**config.mk**
```make
export PLATFORM = sky130hd
export DESIGN_NAME = perf_event_monitor
export DESIGN_NICKNAME = d
export VERILOG_FILES = /design/src/rtl/perf_pkg.sv /design/src/rtl/perf_counter.sv /design/src/rtl/perf_event_monitor.sv
export SDC_FILE = /design/constraint.sdc
export NUM_CORES = 1
export LEC_CHECK = 0
export CAP_MARGIN = 20
export CORE_UTILIZATION = 45
export CTS_CLUSTER_DIAMETER = 60
export DETAILED_ROUTE_END_ITERATION = 6
export GPL_ROUTABILITY_DRIVEN = 1
export PLACE_DENSITY = 0.63
export SETUP_SLACK_MARGIN = 0.4
export SLEW_MARGIN = 5
export SYNTH_ARGS = -nofsm -noshare
export SYNTH_HDL_FRONTEND = slang
export SYNTH_SLANG_ARGS = --single-unit
```
**constraint.sdc**
```tcl
create_clock -name clk_i -period 7.1 [get_ports clk_i]
set_clock_uncertainty 0.2 [all_clocks]
set_input_delay 1.775 -clock clk_i [delete_from_list [all_inputs] [get_ports clk_i]]
set_output_delay 1.775 -clock clk_i [all_outputs]
set_load 0.005 [all_outputs]
```
**src/rtl/perf_pkg.sv**
```systemverilog
// Shared types and constants for the performance event monitor.
package perf_pkg;

    typedef enum logic [0:0] {
        ST_IDLE = 1'b0,
        ST_DUMP = 1'b1
    } perf_state_e;

    localparam int CH_CYCLE  = 0;
    localparam int EVT_STALL = 0;
    localparam int EVT_FLUSH = 1;

    // Index width for n channels, never narrower than one bit.
    function automatic int idx_width(input int n);
        return (n > 1) ? $clog2(n) : 1;
    endfunction

endpackage

```
**src/rtl/perf_counter.sv**
```systemverilog
// One monitor channel: clearable counter with sticky overflow.
// Wraps to zero on overflow, or sticks at all-ones when PERF_SATURATE_EN is defined.
module perf_counter #(
    parameter int CNT_W = 32
) (
    input  logic             clk_i,
    input  logic             rst_i,
    input  logic             clr_i,
    input  logic             inc_i,
    output logic [CNT_W-1:0] cnt_o,
    output logic [CNT_W-1:0] cnt_next_o,
    output logic             ovf_o
);

    logic [CNT_W-1:0] cnt_reg;
    logic [CNT_W-1:0] cnt_next;
    logic             ovf_reg;
    logic             ovf_next;

    always_comb begin
        cnt_next = cnt_reg;
        ovf_next = ovf_reg;
        if (clr_i) begin
            cnt_next = '0;
            ovf_next = 1'b0;
        end else if (inc_i) begin
            if (&cnt_reg) begin
                ovf_next = 1'b1;
`ifdef PERF_SATURATE_EN
                cnt_next = cnt_reg;
`else
                cnt_next = '0;
`endif
            end else begin
                cnt_next = cnt_reg + CNT_W'(1);
            end
        end
    end

    always_ff @(posedge clk_i) begin
        if (rst_i) begin
            cnt_reg <= '0;
            ovf_reg <= 1'b0;
        end else begin
            cnt_reg <= cnt_next;
            ovf_reg <= ovf_next;
        end
    end

    assign cnt_o      = cnt_reg;
    assign cnt_next_o = cnt_next;
    assign ovf_o      = ovf_reg;

endmodule

```
**src/rtl/perf_event_monitor.sv**
```systemverilog
// Cycle/event counter bank with cycle-limit halt and valid/ready snapshot dump.
// Overflow behaviour selected by PERF_SATURATE_EN (saturate) vs. default (wrap).
module perf_event_monitor
    import perf_pkg::*;
#(
    parameter int NUM_EVT = 2,
    parameter int CNT_W   = 32,
    parameter int IDX_W   = idx_width(NUM_EVT + 1)
) (
    input  logic               clk_i,
    input  logic               rst_i,
    input  logic               start_i,
    input  logic               clear_i,
    input  logic [NUM_EVT-1:0] event_i,
    input  logic [CNT_W-1:0]   limit_i,
    output logic               halt_o,
    output logic [NUM_EVT:0]   ovf_o,
    input  logic               snap_i,
    output logic               busy_o,
    output logic               rd_valid_o,
    input  logic               rd_ready_i,
    output logic [IDX_W-1:0]   rd_idx_o,
    output logic [CNT_W-1:0]   rd_data_o,
    output logic               rd_last_o
);

    localparam int         NUM_CH   = NUM_EVT + 1;
    localparam [IDX_W-1:0] LAST_IDX = IDX_W'(NUM_CH - 1);

    logic [CNT_W-1:0]  live_cnt  [NUM_CH];
    logic [CNT_W-1:0]  live_next [NUM_CH];
    logic [CNT_W-1:0]  shadow_reg[NUM_CH];
    logic [NUM_CH-1:0] ch_inc;
    logic [NUM_CH-1:0] ovf_w;

    logic        en;
    logic        halt_reg;
    logic        halt_next;
    logic        snap_take;
    perf_state_e state_reg;
    perf_state_e state_next;
    logic [IDX_W-1:0] idx_reg;
    logic [IDX_W-1:0] idx_next;

    assign en               = start_i & ~halt_reg;
    assign ch_inc[CH_CYCLE] = en;

    generate
        for (genvar gi = 1; gi < NUM_CH; gi++) begin : g_evt_inc
            assign ch_inc[gi] = en & event_i[gi-1];
        end

        for (genvar gi = 0; gi < NUM_CH; gi++) begin : g_ch
            perf_counter #(
                .CNT_W(CNT_W)
            ) u_cnt (
                .clk_i      (clk_i),
                .rst_i      (rst_i),
                .clr_i      (clear_i),
                .inc_i      (ch_inc[gi]),
                .cnt_o      (live_cnt[gi]),
                .cnt_next_o (live_next[gi]),
                .ovf_o      (ovf_w[gi])
            );

            // Shadows only load on an accepted snapshot; clear_i leaves them alone.
            always_ff @(posedge clk_i) begin
                if (rst_i) begin
                    shadow_reg[gi] <= '0;
                end else if (snap_take) begin
                    shadow_reg[gi] <= live_cnt[gi];
                end
            end
        end
    endgenerate

    // Equality-only compare, evaluated only on edges where the cycle counter advances.
    always_comb begin
        halt_next = halt_reg;
        if (clear_i) begin
            halt_next = 1'b0;
        end else if (en && (limit_i != '0) && (live_next[CH_CYCLE] == limit_i)) begin
            halt_next = 1'b1;
        end
    end

    always_ff @(posedge clk_i) begin
        if (rst_i) begin
            halt_reg <= 1'b0;
        end else begin
            halt_reg <= halt_next;
        end
    end

    assign snap_take = (state_reg == ST_IDLE) && snap_i;

    always_comb begin
        state_next = state_reg;
        idx_next   = idx_reg;
        case (state_reg)
            ST_IDLE: begin
                if (snap_i) begin
                    state_next = ST_DUMP;
                    idx_next   = '0;
                end
            end
            ST_DUMP: begin
                if (rd_ready_i) begin
                    if (idx_reg == LAST_IDX) begin
                        state_next = ST_IDLE;
                        idx_next   = '0;
                    end else begin
                        idx_next = idx_reg + IDX_W'(1);
                    end
                end
            end
            default: begin
                state_next = ST_IDLE;
                idx_next   = '0;
            end
        endcase
    end

    always_ff @(posedge clk_i) begin
        if (rst_i) begin
            state_reg <= ST_IDLE;
            idx_reg   <= '0;
        end else begin
            state_reg <= state_next;
            idx_reg   <= idx_next;
        end
    end

    assign busy_o     = (state_reg == ST_DUMP);
    assign rd_valid_o = busy_o;
    assign rd_idx_o   = idx_reg;
    assign rd_last_o  = busy_o && (idx_reg == LAST_IDX);
    assign rd_data_o  = busy_o ? shadow_reg[idx_reg] : '0;
    assign halt_o     = halt_reg;
    assign ovf_o      = ovf_w;

endmodule

```
==> impl_metrics.csv <==
group,metric,value,unit
run_status,status,"completed",
placed_design,pre_cts_slack,1.79,ns
placed_design,dpl.hpwl,16000,um
timing,finalHoldViolCount,0,
timing,rsz0062_at_grt,"no",
logic_synthesis,ys_ff_latch,201,
global_route,grt_usage,20.7,%
logic_synthesis,synth_area_leaders,"edfxtp_1, dfxtp_1, and2_1",
cts,clk_pin_slew,0.06,ns
final_layout,fin_nets,1108,
timing,fin_crit,4.83,ns
min_path,whs_path_depth,2,
route,first_pass_iters,6,
timing,finalWorstSetupSlack,2.27,ns
power_and_ir_drop,switchingPower,0.533,mW
logic_synthesis,syn_area_per_cell,9.73,um^2
power_and_ir_drop,power.density,218,nW/um^2
logic_synthesis,synth_ff_type,"dfxtp_1",
route,num_vias,7245,
cts,htreeDepth,1,
setup_path,endpoint_kind,"flop",
final_layout,syn2layout_area_growth,16.9,%
min_path,holdPathEnd,"g_ch[1].u_cnt.cnt_o[28]",
cts,cts_sinks,201,
route,vias_per_cell,5.34,
cts,clockBufferDepth,3,
timing,setup_violations,0,
cts,clockRootBuffer,"clkbuf_16",
timing,finalMaxSlewViolations,0,
floorplan,core,21200,um^2
cts,cts_resized,0,
setup_path,reg2reg_setup_slack,3.65,ns
logic_synthesis,yosys.area.top_type,"edfxtp_1",
power_and_ir_drop,intPower,1.98,mW
run,cap_violations,0,
logic_synthesis,yosysSeqAreaShare,50.7,%
power_and_ir_drop,clockPowerShare,44.1,%
setup_path,reg2reg_depth,9,
setup_path,start_kind,"primary input",
setup_path,r2r_end,"halt_o",
route,avgRoutedWirePerCell,16.6,um
cts,cts_buffers,22,
global_route,grt_start_max_net_pins,75,
setup_path,required,7.24,ns
global_route,antenna_found_initial,0,
final_layout,post-route-cell-area,11500,um^2
cts,ctsHoldBuffers,0,
final_layout,layout-drive-gt1-share,5.27,%
floorplan,io_pins,81,
timing,holdWs,0.290,ns
logic_synthesis,yosys_warnings,0,
floorplan,start_util,46.3,%
timing,worstMarginPinSlew,1.01,ns
setup_path,reg2reg_from,"g_ch[0].u_cnt.cnt_o[4]",
placed_design,place_area,10800,um^2
placed_design,io_buffers,80,
final_layout,fillers,1934,
route,wl,22600,um
setup_path,path_max_fanout,28,
final_layout,fin_cells,1356,
placed_design,dp.cells,1315,
global_route,grt_pass1_vias,6845,
route,drc,0,
logic_synthesis,netlist_area,9830,um^2
power_and_ir_drop,p_seq_share,50.3,%
cts,insertion_delay,0.49,ns
power_and_ir_drop,p_leak,3.96,nW
route,drtIter0Drc,392,
cts,cts_tree,"built",
placed_design,gp_congestion,0.854,
logic_synthesis,async_flop_share,0,%
power_and_ir_drop,combPwrFrac,5.6,%
logic_synthesis,synth_nets,1053,
setup_path,worstSetupPathType,"in2reg",
logic_synthesis,syn_inst,1010,
min_path,hp-start,"g_ch[1].u_cnt.cnt_o[28]",
global_route,grt_first_pass_wirelength,36300,um
timing,max_freq,0.207,GHz
timing,setup_tns,0,ns
floorplan,dieArea,22400,um^2
route,ant_nets,0,
final_layout,n_antenna_cell,0,
min_path,hp-class,"reg2reg",
timing,fin_crit_sh,68.0,%
floorplan,num_rows,53,
timing,max_slew_margin,32.6,%
cts,cts_setup_buffers,0,
logic_synthesis,yosys.area.top_type_share,29.3,%
floorplan,die_h,150,um
logic_synthesis,ys_types,60,
floorplan,die_w,150,um
global_route,gr-total-overflow,0,
setup_path,cp.arrival,4.97,ns
logic_synthesis,synth_edf_count,96,
power_and_ir_drop,ir_drop,0.000119,V
power_and_ir_drop,sw_frac_of_total,21.2,%
## cell families (layout without fill, tap and decap cells)
logic type / after synthesis / in the layout / share of synthesized area [%]
buffers and inverters: 69 / 140 / 3.16
flip-flops: 201 / 201 / 50.7
XOR/XNOR: 93 / 93 / 8.29
AND/OR/NAND/NOR: 507 / 507 / 27.7
AO/OA/AOI/OAI: 97 / 97 / 5.60
adder cells (fa/ha/maj): 3 / 3 / 0.382
multiplexers: 40 / 40 / 4.10
## critical path, cell delays in order
cell             delay (ns)
clkdlybuf4s50_1        0.52
nor2b_1                0.67
and3_1                 0.29
nand3_1                0.24
nor3_2                 0.50
nand2_1                0.09
nand2_1                0.73
nor2_1                 0.13
## power by group through the flow
stage / Combinational (mW) / Clock (mW) / Sequential (mW)
after floorplan: 0.0754 / 0 / 1.28
after global placement: 0.136 / 0 / 1.29
after detailed placement: 0.137 / 0 / 1.29
after CTS: 0.137 / 1.13 / 1.26
after global routing: 0.155 / 1.17 / 1.26
final: 0.141 / 1.11 / 1.26
## per-stage QoR
| step | utilization (%) | power [mW] |
|---|---|---|
| after floorplan | - | 1.35 |
| after global placement | 50.7 | 1.42 |
| after detailed placement | 50.7 | 1.43 |
| after CTS | 54.0 | 2.53 |
| after global routing | 54.2 | 2.59 |
| final | 54.2 | 2.51 |
## final cells by class
class	count	area (um^2)	area share (%)
Sequential cell	201	4990	43.4
Clock buffer	36	656	5.71
Clock inverter	4	47.5	0.414
Inverter	16	60.1	0.523
Multi-Input combinational cell	740	4550	39.6
Timing Repair Buffer	84	851	7.40
Tap cell	275	344	2.99
## layout by cell type, fill, tap and decap left out, types with 3 or more instances in the layout
cell,Yosys,routed
clkdlybuf4s50_1,0,80
ha_1,3,3
nand3_1,32,32
nor2b_1,7,7
nor2_1,116,115
clkbuf_1,35,11
nor3b_1,4,4
o32ai_1,4,4
edfxtp_1,96,96
dfxtp_1,105,103
o21ai_0,46,46
or3_1,16,16
nand4_1,13,13
and2_1,122,122
nor3_2,3,3
a22oi_1,5,5
a21oi_1,29,29
nor3_1,34,34
clkbuf_16,0,24
buf_4,7,3
xor2_1,43,43
mux2i_1,38,38
and3_1,18,18
nor4_4,3,3
nand2_1,93,93
nor4_1,15,15
and4_1,5,5
xnor2_1,50,50
inv_1,16,16
## cells in the mapped netlist (5+ instances only)
library cell / count
a21oi_1: 29
a22oi_1: 5
and2_1: 122
and3_1: 18
and4_1: 5
buf_2: 5
buf_4: 7
clkbuf_1: 35
dfxtp_1: 105
edfxtp_1: 96
inv_1: 16
mux2i_1: 38
nand2_1: 93
nand3_1: 32
nand4_1: 13
nor2_1: 116
nor2b_1: 7
nor3_1: 34
nor4_1: 15
o21ai_0: 46
or3_1: 16
xnor2_1: 50
xor2_1: 43
## routing by layer
layer,GRT usage (%),wire [um]
met3,2.59,916
met1,28.7,10800
met4,6.26,369
met2,33.6,10500
met5,0,0
## worst max path at each step
stage,startpoint,end
finish,start_i,g_ch[1].u_cnt.cnt_o[10]
global route,start_i,g_ch[1].u_cnt.cnt_o[21]
CTS,start_i,g_ch[1].u_cnt.cnt_o[10]
detailed placement,start_i,g_ch[1].u_cnt.cnt_o[15]
global placement,start_i,halt_o
floorplan,snap_i,shadow_reg[0][0]
No activity file was read; power rests on OpenSTA's default activity.
